==> src/rtl/mult_ctrl_rtl_if.sv <==
// mult_ctrl_rtl_if: command/status bundle between the shift-add multiplier controller and its datapath.
// Carries abort_i only when MULT_CTRL_ABORT_EN is defined.
interface mult_ctrl_rtl_if #(parameter int DP_WIDTH = 8) ();
  localparam int CW = $clog2(DP_WIDTH + 1);
  logic start_i;
  logic Q0_i;
  logic load_regs_ro;
  logic add_regs_ro;
  logic shift_regs_ro;
  logic ready_ro;
  logic done_ro;
  logic [CW-1:0] P_o;
`ifdef MULT_CTRL_ABORT_EN
  logic abort_i;
  modport slave (input start_i, Q0_i, abort_i, output load_regs_ro, add_regs_ro, shift_regs_ro, ready_ro, done_ro, P_o);
  modport master (output start_i, Q0_i, abort_i, input load_regs_ro, add_regs_ro, shift_regs_ro, ready_ro, done_ro, P_o);
`else
  modport slave (input start_i, Q0_i, output load_regs_ro, add_regs_ro, shift_regs_ro, ready_ro, done_ro, P_o);
  modport master (output start_i, Q0_i, input load_regs_ro, add_regs_ro, shift_regs_ro, ready_ro, done_ro, P_o);
`endif
endinterface

==> src/rtl/mult_ctrl_rtl.sv <==
// mult_ctrl_rtl: shift-add multiplier controller, one add/shift pair per multiplier bit.
// Define MULT_CTRL_ABORT_EN to add abort_i, which returns a busy operation to idle.
module mult_ctrl_rtl #(
  parameter int DP_WIDTH = 8
) (
  input  logic         clk_i,
  input  logic         rst_b_i,
  mult_ctrl_rtl_if.slave bus
);
  localparam int CW = $clog2(DP_WIDTH + 1);
  typedef enum logic [1:0] {S_IDLE = 2'b00, S_ADD = 2'b01, S_SHIFT = 2'b11} state_t;
  state_t state_q, state_d;
  logic [CW-1:0] p_q, p_d;
  logic abort_w;
`ifdef MULT_CTRL_ABORT_EN
  assign abort_w = bus.abort_i && state_q != S_IDLE;
`else
  assign abort_w = 1'b0;
`endif
  // encoding 2'b10 is unreachable; it falls through every decode to S_IDLE
  always_comb begin
    state_d = (state_q == S_IDLE)                  ? (bus.start_i ? S_ADD : S_IDLE) :
              (abort_w)                            ? S_IDLE :
              (state_q == S_ADD)                   ? S_SHIFT :
              (state_q == S_SHIFT && p_q != '0)    ? S_ADD : S_IDLE;
    p_d     = (state_q == S_IDLE && bus.start_i)   ? CW'(DP_WIDTH) :
              (abort_w)                            ? '0 :
              (state_q == S_ADD)                   ? p_q - CW'(1) : p_q;
  end
  always_ff @(posedge clk_i or negedge rst_b_i) begin
    if (!rst_b_i) begin
      state_q <= S_IDLE;
      p_q     <= '0;
    end else begin
      state_q <= state_d;
      p_q     <= p_d;
    end
  end
  assign bus.ready_ro      = state_q == S_IDLE;
  assign bus.load_regs_ro  = state_q == S_IDLE && bus.start_i;
  assign bus.add_regs_ro   = state_q == S_ADD && bus.Q0_i && !abort_w;
  assign bus.shift_regs_ro = state_q == S_SHIFT && !abort_w;
  assign bus.done_ro       = bus.shift_regs_ro && p_q == '0;
  assign bus.P_o           = p_q;
endmodule

==> src/flat_wrapper.sv <==
// flat-port wrapper written by rule: the top's interface ports become plain ports
module mult_ctrl_rtl_flat 
#(
  parameter int DP_WIDTH = 8
)
  (clk_i, rst_b_i, bus_start_i, bus_Q0_i, bus_load_regs_ro, bus_add_regs_ro, bus_shift_regs_ro, bus_ready_ro, bus_done_ro, bus_P_o);
  mult_ctrl_rtl_if #(.DP_WIDTH(DP_WIDTH)) bus_i ();
  input  logic clk_i;
  input  logic rst_b_i;
  input wire logic [$bits(bus_i.start_i)-1:0] bus_start_i;
  input wire logic [$bits(bus_i.Q0_i)-1:0] bus_Q0_i;
  output wire logic [$bits(bus_i.load_regs_ro)-1:0] bus_load_regs_ro;
  output wire logic [$bits(bus_i.add_regs_ro)-1:0] bus_add_regs_ro;
  output wire logic [$bits(bus_i.shift_regs_ro)-1:0] bus_shift_regs_ro;
  output wire logic [$bits(bus_i.ready_ro)-1:0] bus_ready_ro;
  output wire logic [$bits(bus_i.done_ro)-1:0] bus_done_ro;
  output wire logic [$bits(bus_i.P_o)-1:0] bus_P_o;
  assign bus_i.start_i = bus_start_i;
  assign bus_i.Q0_i = bus_Q0_i;
  assign bus_load_regs_ro = bus_i.load_regs_ro;
  assign bus_add_regs_ro = bus_i.add_regs_ro;
  assign bus_shift_regs_ro = bus_i.shift_regs_ro;
  assign bus_ready_ro = bus_i.ready_ro;
  assign bus_done_ro = bus_i.done_ro;
  assign bus_P_o = bus_i.P_o;
  mult_ctrl_rtl #(.DP_WIDTH(DP_WIDTH)) u_core (.clk_i(clk_i), .rst_b_i(rst_b_i), .bus(bus_i));
endmodule
==> config.mk <==
export PLATFORM = sky130hd
export DESIGN_NAME = mult_ctrl_rtl_flat
export DESIGN_NICKNAME = d
export VERILOG_FILES = /design/src/rtl/mult_ctrl_rtl_if.sv /design/src/rtl/mult_ctrl_rtl.sv /design/src/flat_wrapper.sv
export SDC_FILE = /design/constraint.sdc
export NUM_CORES = 1
export LEC_CHECK = 0
export ABC_CLOCK_PERIOD_IN_PS = 1450
export BUFFER_PORTS_ARGS = -buffer_cell sky130_fd_sc_hd__buf_2
export CORE_AREA = 2 2 39 41
export CTS_BUF_LIST = sky130_fd_sc_hd__clkbuf_8
export CTS_CLUSTER_SIZE = 30
export DETAILED_ROUTE_END_ITERATION = 8
export DIE_AREA = 0 0 41 43
export PLACE_DENSITY = 0.57
export SLEW_MARGIN = 20
export SYNTH_ARGS = -nofsm -noshare
export SYNTH_HDL_FRONTEND = slang
export SYNTH_SLANG_ARGS = --single-unit
==> constraint.sdc <==
create_clock -name clk_i -period 1.45 [get_ports clk_i]
set_input_delay 0 -clock clk_i [delete_from_list [all_inputs] [get_ports clk_i]]
set_output_delay 0 -clock clk_i [all_outputs]
set_load 0.02 [all_outputs]
==> metrics.csv, run 1 <==
stage,metric,value,unit
drt,dr.first_iter.drc_count,2,
cts,cts_resized,0,
cells_and_area,multi_input_area,159,um^2
pwr,p_per_area,2610,mW/mm^2
setup_path,required,1.45,ns
pwr,ir_drop,0.902,mV
setup_path,cp_max_fo,6,
drt,drc_errors,0,
cells_and_area,n_antenna_cell,0,
floorplan,coreArea,0.00138,mm^2
cts,clockRootBuffer,clkbuf_8,
cts,clk_latency,0.22,ns
setup_path,worst_ep_arrival_time,1.25,ns
grt,grt_pass1_wl,986,um
drt,vias_per_cell,4.08,
cts,holdBufCountCts,1,
cells_and_area,fillers,147,
drt,routedWlPerCell,9.81,um
setup_path,r2r-start,u_core.state_q[1],
timing,hold_violations,0,
cells_and_area,regArea,150,um^2
run,max-cap-violations,0,
logic_synthesis,synthCells,31,
setup_path,crit_chain,nor3b_2 > buf_2,
timing,slew_headroom,78.8,%
cts,h-tree-depth,1,
logic_synthesis,yosys_warnings,0,
place,dp_cells,59,
setup_path,cp_slowest_cell,dfrtp_1,
cts,clockBufferDepth,2,
grt,antenna_found_initial,0,
logic_synthesis,syn_area,324,um^2
pwr,p_leak,0.231,nW
logic_synthesis,synth.distinct_cells,19,
place,hpwl,492,um
place,placedInstanceArea,404,um^2
setup_path,endpoint_kind,output port,
timing,holdWs,0.104,ns
setup_path,start_kind,flip-flop,
logic_synthesis,syn_avg_cell_area,10.5,um^2
drt,wirelength,618,um
timing,slew_viol_final,0,
cells_and_area,stdcell_count,63,
cells_and_area,drive_above_1_share,44.7,%
timing,tns,0,ns
place,pre_cts_ws,0.321,ns
cells_and_area,layout.nets,55,
timing,period_share,86.0,%
logic_synthesis,ys_ff_latch,6,
floorplan,initial_utilization,23.4,%
cts,numClockSinks,6,
drt,num_vias,257,
floorplan,num_io_pins,13,
floorplan,die-area,0.00176,mm^2
cts,clk_pin_slew,0.04,ns
logic_synthesis,ys_seq_area_share,46.3,%
timing,tightest_slew,0.317,ns
timing,finalClockSkew,0.00207,ns
cts,post_cts_buffers,0,
cells_and_area,layout_commonest_cell,buf_2,
logic_synthesis,synth_nets,37,
cells_and_area,design_area,455,um^2
place,port_buffers,12,
floorplan,chipHeight,43,um
floorplan,rows,14,
cts,cts_tree,yes,
timing,final.setup.worst_slack,0.203,ns
grt,grt_overflow,0,
run_status,status,"complete, no violations",
grt,grt_pass1_vias,216,
worst_hold_path,hold_class,input port to flip-flop,
cts,cts_inserted_buffers,3,
setup_path,crit_type,flip-flop to output port,
drt,drtAntennaViolNets,0,
worst_hold_path,hold_start,bus_start_i,
timing,clock.fmax,0.802,GHz
timing,min_period,1.25,ns
timing,setup_violations,0,
drt,drtPass1Iterations,2,
timing,rsz0062_at_grt,false,
cells_and_area,layout_common_cells,"buf_2, dfrtp_1, nor2_1, inv_1, clkbuf_8",
floorplan,die_w,41,um
setup_path,slowest_delay,0.44,ns
cells_and_area,area_growth,40.5,%
place,place_congestion,0.713,
grt,grt_usage,8.39,%
setup_path,critPathLaunch,u_core.state_q[0],
grt,grt_max_degree,8,
-- registers in the layout (all words and copies together), names as in the netlist --
name / flops
u_core.state_q: 2
u_core.bus.P_o: 4
-- routing by layer --
| layer | vias to the layer above | wire length, um | GRT usage [%] |
|---|---|---|---|
| met4 | 0 | 0 | 4.00 |
| met5 | - | 0 | 0 |
| met3 | 0 | 31 | 3.14 |
| met1 | 114 | 326 | 13.5 |
| li1 | 137 | - | - |
| met2 | 6 | 260 | 9.38 |
-- cells by family after synthesis --
logic type | count (synthesis) | share of synthesized area [%]
mux | 1 | 3.09
flops | 6 | 46.3
xor+xnor | 1 | 2.70
buf+inv | 4 | 4.63
compound gates | 4 | 6.95
fa+ha+maj | 2 | 7.72
simple gates | 13 | 28.6
-- path summary, 6_finish.rpt --
check	end	slack, ns	cells after the start
setup reg to reg	u_core.bus.P_o[0]	0.31	4
max in group asynchronous	u_core.bus.P_o[0]	1.17	2
min in group asynchronous	u_core.bus.P_o[1]	0.14	2
hold / removal	u_core.state_q[0]	0.10	3
setup / recovery	bus_load_regs_ro	0.20	2
hold reg to reg	u_core.bus.P_o[3]	0.51	1
-- Yosys cell counts, drive strengths merged --
cell	count	area, um^2
a21oi	1	5.00
a31oi	1	6.26
and2	2	15.0
and3	1	6.26
dfrtp	6	150
ha	2	25.0
inv	4	15.0
mux2i	1	10.0
nand2	1	3.75
nand2b	1	13.8
nand3b	1	7.51
nor2	4	15.0
nor3b	1	12.5
nor4	1	12.5
o21ai	1	5.00
o22ai	1	6.26
or3	1	6.26
xor2	1	8.76
-- final cells by class --
class / count / area share (%)
Timing Repair Buffer: 13 / 15.4
Clock buffer: 3 / 9.07
Multi-Input combinational cell: 21 / 34.9
Tap cell: 16 / 4.40
Sequential cell: 6 / 33.0
Inverter: 4 / 3.30
-- power breakdown --
group	switching, mW	total, mW	leakage [nW]	internal [mW]
clock network	0.0647	0.242	0.0216	0.178
logic	0.333	0.572	0.141	0.239
registers	0.115	0.372	0.0686	0.257
total	0.513	1.19	0.231	0.674
-- critical path: cells and delay by family (launching register included) --
family	cells	cell delay, ns
AND/OR/NAND/NOR	1	0.35
flip-flops	1	0.44
buffers and inverters	1	0.23
-- per-stage QoR --
step	util, %	power, mW
final	32.9	1.19
after floorplan	-	0.780
after CTS	32.9	1.21
after global placement	29.2	0.952
after detailed placement	29.2	0.954
after global routing	32.9	1.30
(Power assumes the default switching activity.)
==> run 2: changes to the inputs <==
Settings changed: ABC_AREA set to 1.
==> run 2 against run 1 <==
Sequential power down 15%. Clock skew up 0.0016 ns. Design area up 1.1%. Register-to-register slack better by 0.07 ns. Area after synthesis up 1.5%. Clock power up 4%. Global-route usage up 2.7 points. Total power up 0.31%. Fmax down 1.2%. Critical path depth up 3. Die area unchanged. Setup slack worse by 0.015 ns. Critical endpoint is now bus_done_ro. Highest routed layer is now met4.
==> metrics.csv, run 2 <==
stage,metric,value,unit,change
logic_synthesis,ys_seq_area_share,45.6,%,-0.70 points
timing,hold_violations,0,,unchanged
setup_path,worst_ep_arrival_time,1.26,ns,about the same
pwr,p_clk_share,21.2,%,+0.8 points
timing,final.setup.worst_slack,0.188,ns,-0.0148 ns
cts,clk_pin_slew,0.04,ns,about the same
cells_and_area,multi_input_area,141,um^2,-11%
cts,clk_latency,0.22,ns,about the same
worst_hold_path,hold_class,input port to flip-flop,,
logic_synthesis,dominantRegCellSynth,dfrtp_1,,
place,placedInstanceArea,409,um^2,+1.2%
cells_and_area,design_area,460,um^2,+1.1%
pwr,pwr-share-comb,52.1,%,+3.9 points
logic_synthesis,synth.distinct_cells,14,,-5
grt,grt_pass1_wl,1.16,mm,+18%
setup_path,endpoint_kind,output port,,
floorplan,initial_utilization,23.8,%,+0.36 points
cells_and_area,area_growth,39.9,%,
timing,clock.fmax,0.792,GHz,-1.2%
logic_synthesis,synthArstFlopShare,100,%,unchanged
logic_synthesis,synth_area_leaders,"dfrtp_1, inv_1, ha_1",,
pwr,p_per_area,2590,mW/mm^2,-0.78%
drt,routedWlPerCell,9.39,um,-4.2%
setup_path,cp_max_fo,6,,unchanged
drt,num_vias,294,,+14%
cells_and_area,regArea,150,um^2,unchanged
drt,wirelength,667,um,+7.9%
floorplan,rows,14,,unchanged
timing,setup_violations,0,,unchanged
pwr,p_switching,0.546,mW,+6.4%
timing,rsz0062_at_grt,false,,
drt,drtPass1Iterations,4,,+2
grt,grt_overflow,0,,unchanged
logic_synthesis,synth_nets,45,,+22%
drt,drc_errors,0,,unchanged
drt,vias_per_cell,4.14,,+1.5%
place,port_buffers,12,,unchanged
timing,min_period,1.26,ns,+0.0148 ns
timing,tns,0,ns,unchanged
run_status,status,"complete, no violations",,
pwr,p_seq_share,26.7,%,-4.7 points
cells_and_area,layout.nets,63,,+15%
logic_synthesis,synth_top_area_share,45.6,%,-0.70 points
grt,antenna_found_initial,0,,unchanged
cells_and_area,fillers,142,,-3.4%
logic_synthesis,synth-edff-count,0,,unchanged
pwr,switching_share,45.8,%,+2.6 points
timing,slew_headroom,79.0,%,+0.23 points
drt,dr.first_iter.drc_count,7,,+5
floorplan,die-area,0.00176,mm^2,unchanged
cts,h-tree-depth,1,,unchanged
cts,clockBufferDepth,2,,unchanged
place,hpwl,518,um,+5.2%
timing,period_share,87.0,%,+1.0 points
cts,cts_inserted_buffers,3,,unchanged
logic_synthesis,ys_ff_latch,6,,unchanged
grt,grt_usage,11.1,%,+2.7 points
floorplan,coreArea,0.00138,mm^2,unchanged
timing,holdWs,0.0661,ns,-0.0380 ns
floorplan,die_w,41,um,unchanged
pwr,ir_drop,0.902,mV,about the same
floorplan,chipHeight,43,um,unchanged
setup_path,crit_type,flip-flop to output port,,
drt,drtAntennaViolNets,0,,unchanged
cells_and_area,utilization,33.3,%,+0.36 points
timing,finalClockSkew,0.00370,ns,+0.00164 ns
cells_and_area,layout_common_cells,"buf_2, inv_1, nand2_1, dfrtp_1, nor2_1",,
timing,slew_viol_final,0,,unchanged
cells_and_area,drive_above_1_share,36.4,%,-8.3 points
cells_and_area,layout_commonest_cell,buf_2,,
grt,grt_max_degree,7,,-1
logic_synthesis,yosys.area.top_type,dfrtp_1,,
cells_and_area,largest_reg_flops,4,,unchanged
logic_synthesis,synth_commonest_cells,"inv_1, dfrtp_1, nand2_1",,
place,pre_cts_ws,0.384,ns,+0.0625 ns
grt,grt_pass1_vias,264,,+22%
floorplan,num_io_pins,13,,unchanged
setup_path,required,1.45,ns,about the same
pwr,p_leak,0.265,nW,+15%
logic_synthesis,syn_area,329,um^2,+1.5%
setup_path,start_kind,flip-flop,,
cts,cts_tree,yes,,
logic_synthesis,synthCells,39,,+26%
cts,numClockSinks,6,,unchanged
logic_synthesis,yosysMostFrequentCell,inv_1,,
logic_synthesis,syn_avg_cell_area,8.44,um^2,-19%
run,max-cap-violations,0,,unchanged
logic_synthesis,yosys_warnings,0,,unchanged
pwr,intPower,0.645,mW,-4.3%
place,place_congestion,0.723,,+1.5%
cts,clockRootBuffer,clkbuf_8,,
cts,post_cts_buffers,0,,unchanged
cells_and_area,n_antenna_cell,0,,unchanged
timing,tightest_slew,0.315,ns,-0.00212 ns
==> run 2: changes by cell type in the layout (fill, tap and decap cells not counted), moves of 2 or more <==
cell     previous run  this run
inv_1               3         8
nand3_1             0         3
nand2_1             1         6
o21ai_0             0         2
and2_2              2         0
==> run 2: critical path: stages, from the launching register on <==
cell	delay, ns
dfrtp_1	0.36
inv_1	0.16
ha_1	0.17
nand3_1	0.09
nor2_1	0.09
buf_2	0.17
==> run 2: logic make-up after synthesis <==
logic type,after synthesis,synth area share [%]
buffers and inverters,10,11.4
and+or+nand+nor,16,24.3
adders and majority gates,2,7.60
DFF,6,45.6
xor gates and xnor gates,1,2.66
AOI/OAI and AO/OA,4,8.36
==> run 2: power by group through the flow <==
stage	Clock (mW)	Combinational (mW)	Sequential [mW]
3_3_place_gp	0	0.617	0.320
3_5_place_dp	0	0.624	0.321
5_1_grt	0.270	0.704	0.335
2_1_floorplan	0	0.392	0.381
4_1_cts	0.260	0.628	0.319
6_report	0.252	0.620	0.318
==> run 2: metal layers <==
layer / part of all wire (%) / track usage (%) / up-vias
met1: 43 / 12.1 / 123
met5: 0 / 0 / -
met4: 6.6 / 14.0 / 0
met3: 9.6 / 5.24 / 5
met2: 41 / 13.1 / 15
li1: - / - / 151
==> run 2: area by class of cell <==
class	instances	share of cell area (%)
multi-input cells	23	30.7
clock buffers	3	8.97
inverters	10	8.15
well taps	16	4.35
repair buffers	13	15.2
flip-flops and latches	6	32.6
==> run 2: what timing repair did <==
| item | CTS | global route |
|---|---|---|
| hold buffers | 1 | 0 |
| gates resized for setup | 0 | 0 |
| endpoints found under the hold margin | 6 | 0 |
==> run 2: through the flow <==
step | cells | total power [mW]
CTS | 71 | 1.21
global placement | 67 | 0.936
detailed placement | 67 | 0.945
finish | 71 | 1.19
global route | 71 | 1.31
floorplan | 39 | 0.773
==> run 2: final timing paths <==
kind | from | endpoint | slack (ns) | cells past startpoint
worst max-delay path | u_core.bus.P_o[0] | bus_done_ro | 0.19 | 5
worst min-delay path | bus_start_i | u_core.bus.P_o[3] | 0.07 | 3
worst max register to register | u_core.bus.P_o[0] | u_core.bus.P_o[2] | 0.38 | 5
worst min register to register | u_core.bus.P_o[3] | u_core.bus.P_o[3] | 0.51 | 2
max in group asynchronous | rst_b_i | u_core.state_q[1] | 1.18 | 2
min in group asynchronous | rst_b_i | u_core.bus.P_o[0] | 0.12 | 2
